<file path="config.mk">
export PLATFORM = sky130hd
export DESIGN_NAME = pwm_duty_ramp
export DESIGN_NICKNAME = d
export VERILOG_FILES = /design/src/rtl/pwm_duty_ramp.sv
export SDC_FILE = /design/constraint.sdc
export NUM_CORES = 1
export LEC_CHECK = 0
export ABC_CLOCK_PERIOD_IN_PS = 3500
export CORE_MARGIN = 3
export CORE_UTILIZATION = 58
export DETAILED_ROUTE_END_ITERATION = 10
export HOLD_SLACK_MARGIN = 0.15
export PLACE_DENSITY = 0.79
export SYNTH_ARGS = -nofsm -noshare
export SYNTH_HDL_FRONTEND = slang
export SYNTH_SLANG_ARGS = --single-unit
</file>
<file path="constraint.sdc">
create_clock -name clk_i -period 3.5 [get_ports clk_i]
set_input_delay 0.7 -clock clk_i [delete_from_list [all_inputs] [get_ports clk_i]]
set_output_delay 0.7 -clock clk_i [all_outputs]
set_load 0.1 [all_outputs]
</file>
<file path="src/rtl/pwm_duty_ramp.sv">
// Ramps a PWM duty value toward a requested target in STEP increments.
// Duty updates happen only at PWM period boundaries, so the new value starts cleanly at phase 0.
module pwm_duty_ramp #(
  parameter int unsigned STEP         = 8,
  parameter int unsigned HOLD_PERIODS = 1
) (
  input  logic       clk_i,
  input  logic       rst_i,
  input  logic [7:0] target_i,
  input  logic       target_vld_i,
  output logic       target_rdy_o,
  input  logic       stop_i,
  output logic [7:0] duty_o,
  output logic       period_end_o,
  output logic       busy_o,
  output logic       done_o
);

  typedef enum logic {IDLE, RAMP} state_e;

  state_e      state_q, state_d;
  logic [7:0]  phase_q;
  logic [7:0]  duty_q, duty_d;
  logic [7:0]  target_q, target_d;
  logic [7:0]  hold_q, hold_d;
  logic        done_q, done_d;

  logic        boundary;
  logic        accept;
  logic        hold_last;
  logic [8:0]  up_sum;
  logic signed [9:0] dn_diff;
  logic [7:0]  step_val;

  assign boundary     = (phase_q == 8'd255);
  assign target_rdy_o = (state_q == IDLE) && !stop_i;
  assign accept       = target_vld_i && target_rdy_o;
  assign hold_last    = (hold_q == 8'(HOLD_PERIODS - 1));

  // Extra headroom bits keep the step from wrapping past 255 or below 0.
  assign up_sum  = {1'b0, duty_q} + 9'(STEP);
  assign dn_diff = $signed({2'b00, duty_q}) - $signed(10'(STEP));

  always_comb begin
    step_val = duty_q;
    if (target_q > duty_q) begin
      step_val = (up_sum >= {1'b0, target_q}) ? target_q : up_sum[7:0];
    end else begin
      step_val = (dn_diff <= $signed({2'b00, target_q})) ? target_q : dn_diff[7:0];
    end
  end

  always_comb begin
    state_d  = state_q;
    duty_d   = duty_q;
    target_d = target_q;
    hold_d   = hold_q;
    done_d   = 1'b0;
    case (state_q)
      IDLE: begin
        if (accept) begin
          target_d = target_i;
          hold_d   = '0;
          if (target_i == duty_q) begin
            done_d = 1'b1;
          end else begin
            state_d = RAMP;
          end
        end
      end
      RAMP: begin
        if (stop_i) begin
          state_d = IDLE;
          hold_d  = '0;
        end else if (boundary) begin
          if (hold_last) begin
            duty_d = step_val;
            hold_d = '0;
            if (step_val == target_q) begin
              state_d = IDLE;
              done_d  = 1'b1;
            end
          end else begin
            hold_d = hold_q + 8'd1;
          end
        end
      end
      default: state_d = IDLE;
    endcase
  end

  always_ff @(posedge clk_i or posedge rst_i) begin
    if (rst_i) begin
      state_q  <= IDLE;
      phase_q  <= '0;
      duty_q   <= '0;
      target_q <= '0;
      hold_q   <= '0;
      done_q   <= 1'b0;
    end else begin
      state_q  <= state_d;
      phase_q  <= phase_q + 8'd1;
      duty_q   <= duty_d;
      target_q <= target_d;
      hold_q   <= hold_d;
      done_q   <= done_d;
    end
  end

  assign duty_o       = duty_q;
  assign period_end_o = boundary;
  assign busy_o       = (state_q == RAMP);
  assign done_o       = done_q;

endmodule

</file>
After elaboration in Yosys (flattened, before gate mapping)
Cells that the tools add are included.
{"block": "totals", "in_bits": 12, "n_memories": 0, "output_inout_bits": 12, "ramBits": 0, "elab_cells": 49, "mem_bits_ro": 0, "ff_bits": 34, "latchBits": 0}
{"block": "classes", "multipliers": 0, "n_lt_le_gt_ge": 3, "n_reduce_logical": 7, "n_eq_ne": 5, "shifts": 0, "n_bitwise": 2, "n_addsub": 4, "n_div": 0, "mux": 22}
{"cell": "8-bit 2-to-1 mux", "n": 7}
{"cell": "8-bit by 1-bit adder with 8-bit output (second input constant)", "n": 2}
{"cell": "8-bit == test", "n": 2}
{"cell": "8-bit one-hot mux with 2 select lines", "n": 1}
{"cell": "1-bit 2-to-1 mux", "n": 12}
{"cell": "8-bit by 4-bit adder with 9-bit output (second input constant)", "n": 1}
{"cell": "9-bit by 8-bit greater-or-equal comparator with 1-bit output", "n": 1}
{"cell": "9-bit <= comparator", "n": 1}
{"cell": "8-bit by 4-bit subtractor with 9-bit output (second input constant)", "n": 1}
{"cell": "8-bit == test (second input constant)", "n": 1}
{"cell": "8-bit > comparator", "n": 1}
{"cell": "8-bit zero test", "n": 1}
{"cell": "1-bit one-hot mux with 2 select lines", "n": 2}
{"cell": "2-bit AND reduction", "n": 2}
{"cell": "4-bit AND reduction", "n": 1}
{"cell": "3-bit != test (second input constant)", "n": 1}
{"cell": "1-bit logical AND", "n": 2}
{"cell": "2-bit != test (second input constant)", "n": 1}
{"cell": "1-bit inverter", "n": 2}
{"cell": "1-bit zero test", "n": 1}

Longest topological paths before layout
Gate-level depths: netlist of the first run.
{"block": "logic_depth", "depth_word": 10, "depth_mapped": 14, "mapped_depth_nobuf": 13}

Worst setup path after synthesis of the first run
Ideal clock, no wire load.
{"block": "synth_path", "kind": "reg-to-reg", "startpoint": "reg phase_q[0]", "endpoint": "reg duty_q[4] (netlist: duty_o[4])", "setup_ns": 0.126, "path_stages_with_launch": 9, "required_ns": 3.374, "path_buffers": 1, "synth_period_minus_slack_ns": 4.015, "arrival_time_ns": 3.889, "path_slack_ns": -0.515, "cell_sequence": "dfrtp_1 -> ha_1 -> nand2_1 -> nor3_1 -> nand2_1 -> or2_1 -> clkbuf_2 -> clkinv_2 -> mux2_2"}
{"block": "synth_between", "elab_chain_len": 2}
{"element": "start, declared", "line": "22", "text": "logic [7:0] phase_q;"}
{"element": "start signal, assigned", "line": "102", "text": "phase_q <= phase_q + 8'd1;"}
{"element": "8-bit == test", "line": "35", "text": "assign boundary = (phase_q == 8'd255);"}
{"element": "named net period_end_o", "line": "14", "text": "output logic period_end_o,"}
{"element": "4-bit AND reduction (no line)"}
{"element": "end signal, assigned", "line": "103", "text": "duty_q <= duty_d;"}
{"element": "end, declared", "line": "23", "text": "logic [7:0] duty_q, duty_d;"}
The timed path passes the listed nets, and every way through them passes these cells.
A chain may end at the register's enable or synchronous reset.

Worst setup path in the final report of the first run
{"block": "layout_path", "startpoint": "reg duty_q[3] (netlist: duty_o[3])", "endpoint": "reg state_q (netlist: busy_o)"}
{"block": "layout_between", "elab_chain_len": 10, "elab_cells_between_ends": 17, "cone_classes": "add/sub: 2; order compare: 3; eq/ne: 2; mux: 10"}
{"element": "8-bit by 4-bit subtractor with 9-bit output / 8-bit by 4-bit adder with 9-bit output (equally long branches)", "line": "42, 41"}
{"element": "9-bit <= comparator / 9-bit by 8-bit greater-or-equal comparator with 1-bit output (equally long branches)", "line": "49, 47"}
{"element": "8-bit 2-to-1 mux, on equally long branches", "line": "49, 47"}
{"element": "8-bit 2-to-1 mux", "line": "46", "text": "if (target_q > duty_q) begin"}
{"element": "8-bit == test", "line": "79", "text": "if (step_val == target_q) begin"}
{"element": "1-bit 2-to-1 mux", "line": "79"}
{"element": "1-bit 2-to-1 mux", "line": "76", "text": "if (hold_last) begin"}
{"element": "1-bit 2-to-1 mux", "line": "75", "text": "end else if (boundary) begin"}
{"element": "1-bit 2-to-1 mux", "line": "72", "text": "if (stop_i) begin"}
{"element": "1-bit one-hot mux with 2 select lines *", "line": "59", "text": "case (state_q)"}
{"element": "named net state_d", "line": "21", "text": "state_e state_q, state_d;"}
{"element": "end signal, assigned", "line": "101", "text": "state_q <= state_d;"}
{"element": "end, declared", "line": "21"}
Mark *: on every way through the listed nets, which the timed path passes. The rest lies on a longest branch.

==> flow_summary.yaml, run 1 <==
global_routing:
  globalRouteOverflowTotal: 0
  grt_pass1_vias: 2162
  grt_max_degree: 35
  grt_pass1_wl_um: 10400
  grt_usage_pct: 25.7
  antenna_found_initial: 0
synth:
  synth-edff-count: 0
  syn_inst: 292
  synth_area_leader_cell: "dfrtp_1"
  synth_compound_area_share_pct: 20.3
  syn-num-nets: 329
  synthFlopType: "dfrtp_1"
  ys_top_cells_by_area: "dfrtp_1 33%, ha_1 12%, xor2_1 5.4%"
  yosys_warnings: 0
  synthArstFlopShare_pct: 100
  synth-simple-area-share_pct: 17.7
  seq_area_frac_synth_pct: 33.0
  synthAdderAreaFrac_pct: 12.1
  synthXorXnorAreaFrac_pct: 9.17
  netlist_area_um2: 2580
  synthMuxAreaShare_pct: 1.60
  synth_top_family_by_area: "compound AO/OA/AOI/OAI gates"
  avgSynthCellArea_um2: 8.84
  synth_seq_cells: 34
  post_synth_num_cell_types: 58
  yosysTopAreaCellShare_pct: 33.0
critical_path:
  cp-start-kind: "flip-flop"
  worst_ep_arrival_time_ns: 3.46
  end_kind: "flip-flop"
  worstPathCellList: "nor3_1 > xnor2_1 > inv_1 > ha_1 > a21oi_1 > nor2b_1 > a2111oi_4 > nor2_2 > a31o_1 > a2111oi_0 > a311oi_1"
  cpPeakStageDelay_ns: 0.48
  cp.required_ns: 3.65
  critPathMaxFanout: 10
  worstSetupPathType: "flip-flop to flip-flop"
  r2r_cells: 11
  reg2reg_setup_slack_ns: 0.19
  crit_slowest_cell: "dfrtp_2"
place:
  dp_hpwl_um: 4770
  port_buffers: 23
  place_congestion: 1.03
floorplan:
  start_util_pct: 62.3
  dieArea_um2: 5280
  core_area_um2: 4140
  die_w_um: 72.7
  rows: 23
  die_y_um: 72.7
  ios: 24
sta:
  fmax_ghz: 0.302
  final_hold_viol_count: 0
  slew-limit-headroom_pct: 35.8
  slew_violations: 0
  final.setup.tns_ns: 0
  tightestPinTransition_ns: 0.960
  min_period_ns: 3.31
  rsz0062_at_grt: "no"
  clock_skew_ns: 0.00345
  fin_crit_sh_pct: 94.6
  finalSetupViolCount: 0
clock_tree:
  cts_setup_buffers: 0
  clk_latency_ns: 0.29
  h-tree-depth: 2
  cts_made_buffers: 5
  path_clk_slew_ns: 0.08
  cts_tree: "done"
  clkSinkCount: 34
  cts-root-buf: "clkbuf_8"
  hold_buffers: 0
  cts_max_path_buffers: 2
finish:
  layout.area.seq_um2: 853
  multi_input_area_um2: 1590
  nFillCells: 331
  antenna_cells: 0
  nets: 353
  drive_above_1_share_pct: 12.9
  area_growth_syn_to_layout_pct: 15.9
job:
  drv_cap: 0
detailed_routing:
  first_iter_violations: 188
  drt_first_pass_iters: 4
  wl_per_cell_um: 17.2
  wirelength_um: 6310
  ant_nets: 0
  num_vias: 2214
  drt-vias-per-instance: 6.03
  route.detailed.drc: 0
power_and_ir_drop:
  p_per_area_nw_per_um2: 403
  p_leak_uw: 0.00137
  power.total_uw: 1200
  ir_drop_v: 0.000308
min_path:
  whs_path_depth: 1
  hold_class: "flip-flop to flip-flop"
outcome:
  status: "finished, final reports clean"
## power breakdown
| group | internal (uW) | leakage, uW | switching, uW |
|---|---|---|---|
| Combinational | 120 | 0.000878 | 203 |
| Sequential | 409 | 0.000422 | 24.3 |
| Clock | 286 | 0.0000683 | 162 |
## timing repair
action / 4_1_cts / 5_1_grt
setup endpoints to repair: 0 / 2
gates resized for setup: 0 / 2
endpoints found under the hold margin: 0 / 0
## worst paths after layout
kind	start	end
min reg2reg	phase_q[4]$_DFF_PP0_	phase_q[4]$_DFF_PP0_
max reg2reg	duty_o[3]$_DFFE_PP0P_	busy_o$_DFF_PP0_
max	duty_o[3]$_DFFE_PP0P_	busy_o$_DFF_PP0_
max in group asynchronous	rst_i	duty_o[4]$_DFFE_PP0P_
min in group asynchronous	rst_i	hold_q[5]$_DFFE_PP0P_
min	phase_q[4]$_DFF_PP0_	phase_q[4]$_DFF_PP0_
## layout by cell type (no fill, tap or decap), drive strengths merged, types with 5 or more instances in the layout
master | netlist | routed
xnor2 | 11 | 11
buf | 4 | 15
a21oi | 12 | 12
nor2b | 5 | 5
clkbuf | 6 | 5
nor2 | 15 | 15
clkdlybuf4s50 | 0 | 12
dfrtp | 34 | 34
xor2 | 16 | 16
ha | 25 | 25
nor3 | 10 | 10
o31ai | 5 | 5
nor4 | 5 | 5
nand2 | 24 | 24
inv | 29 | 29
o21ai | 25 | 25
nand3 | 15 | 15
## worst max-delay path, delay by kind of cell, from the launching register on
family	cells	cell delay, ns
flops	1	0.48
buf+inv	1	0.08
fa+ha+maj	1	0.30
compound gates	5	1.44
simple gates	3	0.62
xor+xnor	1	0.24
## synthesized netlist by cell type (3+ instances only)
| master | instances |
|---|---|
| nor4_1 | 5 |
| ha_1 | 25 |
| o31ai_1 | 4 |
| nand2_1 | 23 |
| o21ai_0 | 24 |
| inv_1 | 29 |
| a21oi_1 | 11 |
| xor2_1 | 16 |
| buf_2 | 4 |
| clkbuf_1 | 5 |
| nor2_1 | 13 |
| nand4_1 | 3 |
| nor2b_1 | 5 |
| nand3_1 | 15 |
| mux2i_1 | 3 |
| dfrtp_1 | 34 |
| nor3_1 | 9 |
| xnor2_1 | 11 |
## flip-flops by register name, indices dropped and copies added, names as in the netlist
name and cells:
done_o 1, duty_o 8, phase_q 8, busy_o 1
hold_q 8, target_q 8
## logic make-up (layout without fill, tap and decap cells)
group                    Yosys count  in the layout
adder cells (fa/ha/maj)           25             25
multiplexers                       4              4
AND/OR/NAND/NOR                   88             88
XOR/XNOR                          27             27
AO/OA/AOI/OAI                     74             74
buffers and inverters             40             65
flip-flops                        34             34
## through the flow
step / worst slack (ns) / utilization [%] / instance area (um2) / hold WS, ns / cells
after floorplan: 0.0351 / - / 2590 / 0.443 / 292
after global placement: 0.295 / 68.5 / 2840 / 0.460 / 359
after detailed placement: 0.189 / 68.5 / 2840 / 0.472 / 359
after CTS: 0.142 / 71.8 / 2980 / 0.482 / 367
after global routing: 0.0260 / 72.1 / 2990 / 0.508 / 367
final: 0.188 / 72.1 / 2990 / 0.482 / 367
## cell type report
class	instances	share of cell area, %
Multi-Input combinational cell	218	53.2
Sequential cell	34	28.5
Timing Repair Buffer	27	7.79
Inverter	30	3.81
Clock buffer	5	2.30
Clock inverter	3	2.30
Tap cell	50	2.09
## metal layers
layer / routed length (um) / up-vias / track usage (%)
li1: - / 1082 / -
met1: 2900 / 1030 / 35.4
met2: 2770 / 81 / 38.2
met3: 430 / 21 / 6.61
met4: 209 / 0 / 11.3
met5: 0 / - / 0
(Power assumes the default switching activity.)
==> run 2, diff against run 1 <==
ABC_CLOCK_PERIOD_IN_PS = 2800   (was 3500)
CAP_MARGIN = 20   (was default)
CORE_UTILIZATION = 52   (was 58)
PLACE_DENSITY = 0.75   (was 0.79)
clock period = 2.8 ns   (was 3.5 ns; I/O delays follow)
==> run 2 against run 1 <==
The run now ends with setup timing left; sequential share of layout area fell by 4.4 points; critical path depth rose by 5; maximum frequency rose by 10%; first-iteration DRC count fell by 14%; cell count rose by 17%; clock skew rose by 0.0052 ns; clock power fell by 13%; core utilization rose by 6.7 points; count of clock-buffer cells in the layout rose by 1; final area rose by 20%; critical path type unchanged; largest power group is now combinational logic.
==> flow_summary.yaml, run 2 (synthesis gave the netlist of run 1 again) <==
floorplan:
  ios: 24
  dieArea_um2: 5840
  rows: 24
  start_util_pct: 56.5
  die_w_um: 76.4
  core_area_um2: 4560
  die_y_um: 76.4
critical_path:
  worstSetupPathType: "flip-flop to flip-flop"
  worst_ep_arrival_time_ns: 3.19
  crit_start: "duty_o[4]$_DFFE_PP0P_"
  cp-start-kind: "flip-flop"
  end_kind: "flip-flop"
  cp.required_ns: 2.98
  critPathMaxFanout: 6
  reg2reg_from: "duty_o[4]$_DFFE_PP0P_"
clock_tree:
  hold_buffers: 0
  cts_max_path_buffers: 2
  cts_tree: "done"
  path_clk_slew_ns: 0.08
  cts_made_buffers: 5
  h-tree-depth: 2
  cts-root-buf: "clkbuf_8"
  clk_latency_ns: 0.29
  clkSinkCount: 34
sta:
  fmax_ghz: 0.333
  clock_skew_ns: 0.00863
  setup_slack_ns: -0.203
  finalSetupViolCount: 9
  slew_violations: 0
  tightestPinTransition_ns: 0.511
  rsz0062_at_grt: "yes"
  final_hold_viol_count: 0
  fin_crit_sh_pct: 107
  hold-worst-slack_ns: 0.483
  min_period_ns: 3.00
  slew-limit-headroom_pct: 65.6
detailed_routing:
  ant_nets: 0
  drt_first_pass_iters: 4
  first_iter_violations: 162
  num_vias: 2532
  wl_per_cell_um: 18.0
  wirelength_um: 7690
  drt-vias-per-instance: 5.92
  route.detailed.drc: 0
finish:
  antenna_cells: 0
  final_common_cell: "buf_4"
  nets: 399
  final_cell_mix: "59 x buf_4, 26 x inv_1, 26 x dfrtp_1"
  drive_above_1_share_pct: 34.2
  area_growth_syn_to_layout_pct: 39.4
  final_util_pct: 78.8
global_routing:
  grt_pass1_wl_um: 11900
  globalRouteOverflowTotal: 0
  grt_usage_pct: 25.4
  grt_max_degree: 19
  antenna_found_initial: 0
  grt_pass1_vias: 2489
place:
  place_congestion: 0.970
  dp_hpwl_um: 5440
  port_buffers: 23
  dp_slack_ns: -0.292
outcome:
  status: "complete, but fails checks"
  violations: "setup timing"
power_and_ir_drop:
  p_per_area_nw_per_um2: 418
  ir_drop_v: 0.000327
  p_leak_uw: 0.00164
min_path:
  hold_class: "flip-flop to flip-flop"
  worstHoldStart: "phase_q[7]$_DFF_PP0_"
job:
  drv_cap: 0
run 2: cell count changes in the layout (fill, tap and decap cells not counted), moves of 4 or more:
cell | previous run | this run
xnor2_1 | 11 | 6
xnor2_2 | 0 | 5
ha_4 | 0 | 5
nand3_1 | 15 | 10
dfrtp_1 | 32 | 26
ha_1 | 25 | 20
buf_4 | 15 | 59
nand3_2 | 0 | 4
run 2: worst max-delay path: stages (launching register included):
cell	delay (ns)
dfrtp_4	0.52
inv_4	0.09
ha_4	0.15
inv_4	0.04
nor3_4	0.21
xnor2_2	0.18
ha_4	0.25
nand3_4	0.09
nor2_4	0.05
a2111oi_4	0.34
buf_4	0.19
a211oi_4	0.05
buf_4	0.16
nor2_4	0.18
buf_6	0.17
a2bb2oi_2	0.06
o22a_1	0.16
run 2: cell type report:
cell class | instances | area, um2
Multi-Input combinational cell | 218 | 1840
Fill cell | 323 | 967
Sequential cell | 34 | 868
Timing Repair Buffer | 73 | 596
Inverter | 30 | 121
Clock buffer | 6 | 82.6
Tap cell | 65 | 81.3
Clock inverter | 2 | 12.5
run 2: final timing paths:
| check | endpoint | slack [ns] | cells past startpoint |
|---|---|---|---|
| setup / recovery | duty_o[5]$_DFFE_PP0P_ | -0.20 | 16 |
| max in group asynchronous | duty_o[1]$_DFFE_PP0P_ | 1.96 | 3 |
| hold / removal | phase_q[7]$_DFF_PP0_ | 0.48 | 1 |
| min in group asynchronous | hold_q[3]$_DFFE_PP0P_ | 0.61 | 3 |
| setup reg to reg | duty_o[5]$_DFFE_PP0P_ | -0.20 | 16 |
| hold reg to reg | phase_q[7]$_DFF_PP0_ | 0.48 | 1 |
run 2: stage by stage:
stage / instances / cell area (um2) / total power, uW / setup TNS (ns)
6_report: 428 / 3600 / 1500 / -1.55
5_1_grt: 428 / 3600 / 1570 / -2.82
4_1_cts: 421 / 3490 / 1460 / -1.02
3_5_place_dp: 408 / 3210 / 1020 / -1.50
3_3_place_gp: 408 / 3210 / 1010 / -0.956
2_1_floorplan: 292 / 2690 / 848 / -2.02
run 2: per-layer routing:
metal	vias up	GRT usage, %	wire length [um]
met1	1220	31.4	3020
met4	0	9.78	254
met5	-	0	0
met3	34	3.78	450
li1	1178	-	-
met2	100	44.5	3970
run 2: power by group:
| part | leakage (uW) | switching [uW] | internal, uW | total [uW] |
|---|---|---|---|---|
| Sequential | 0.000416 | 18.9 | 511 | 530 |
| Clock | 0.0000472 | 192 | 198 | 390 |
| Combinational | 0.00118 | 336 | 246 | 582 |
run 2: timing repair:
action / 4_1_cts / 5_1_grt
setup buffers: 6 / 7
resized for setup: 25 / 8
endpoints found under the setup margin: 9 / 10
pin swaps: 14 / 11
hold endpoints to repair: 0 / 0
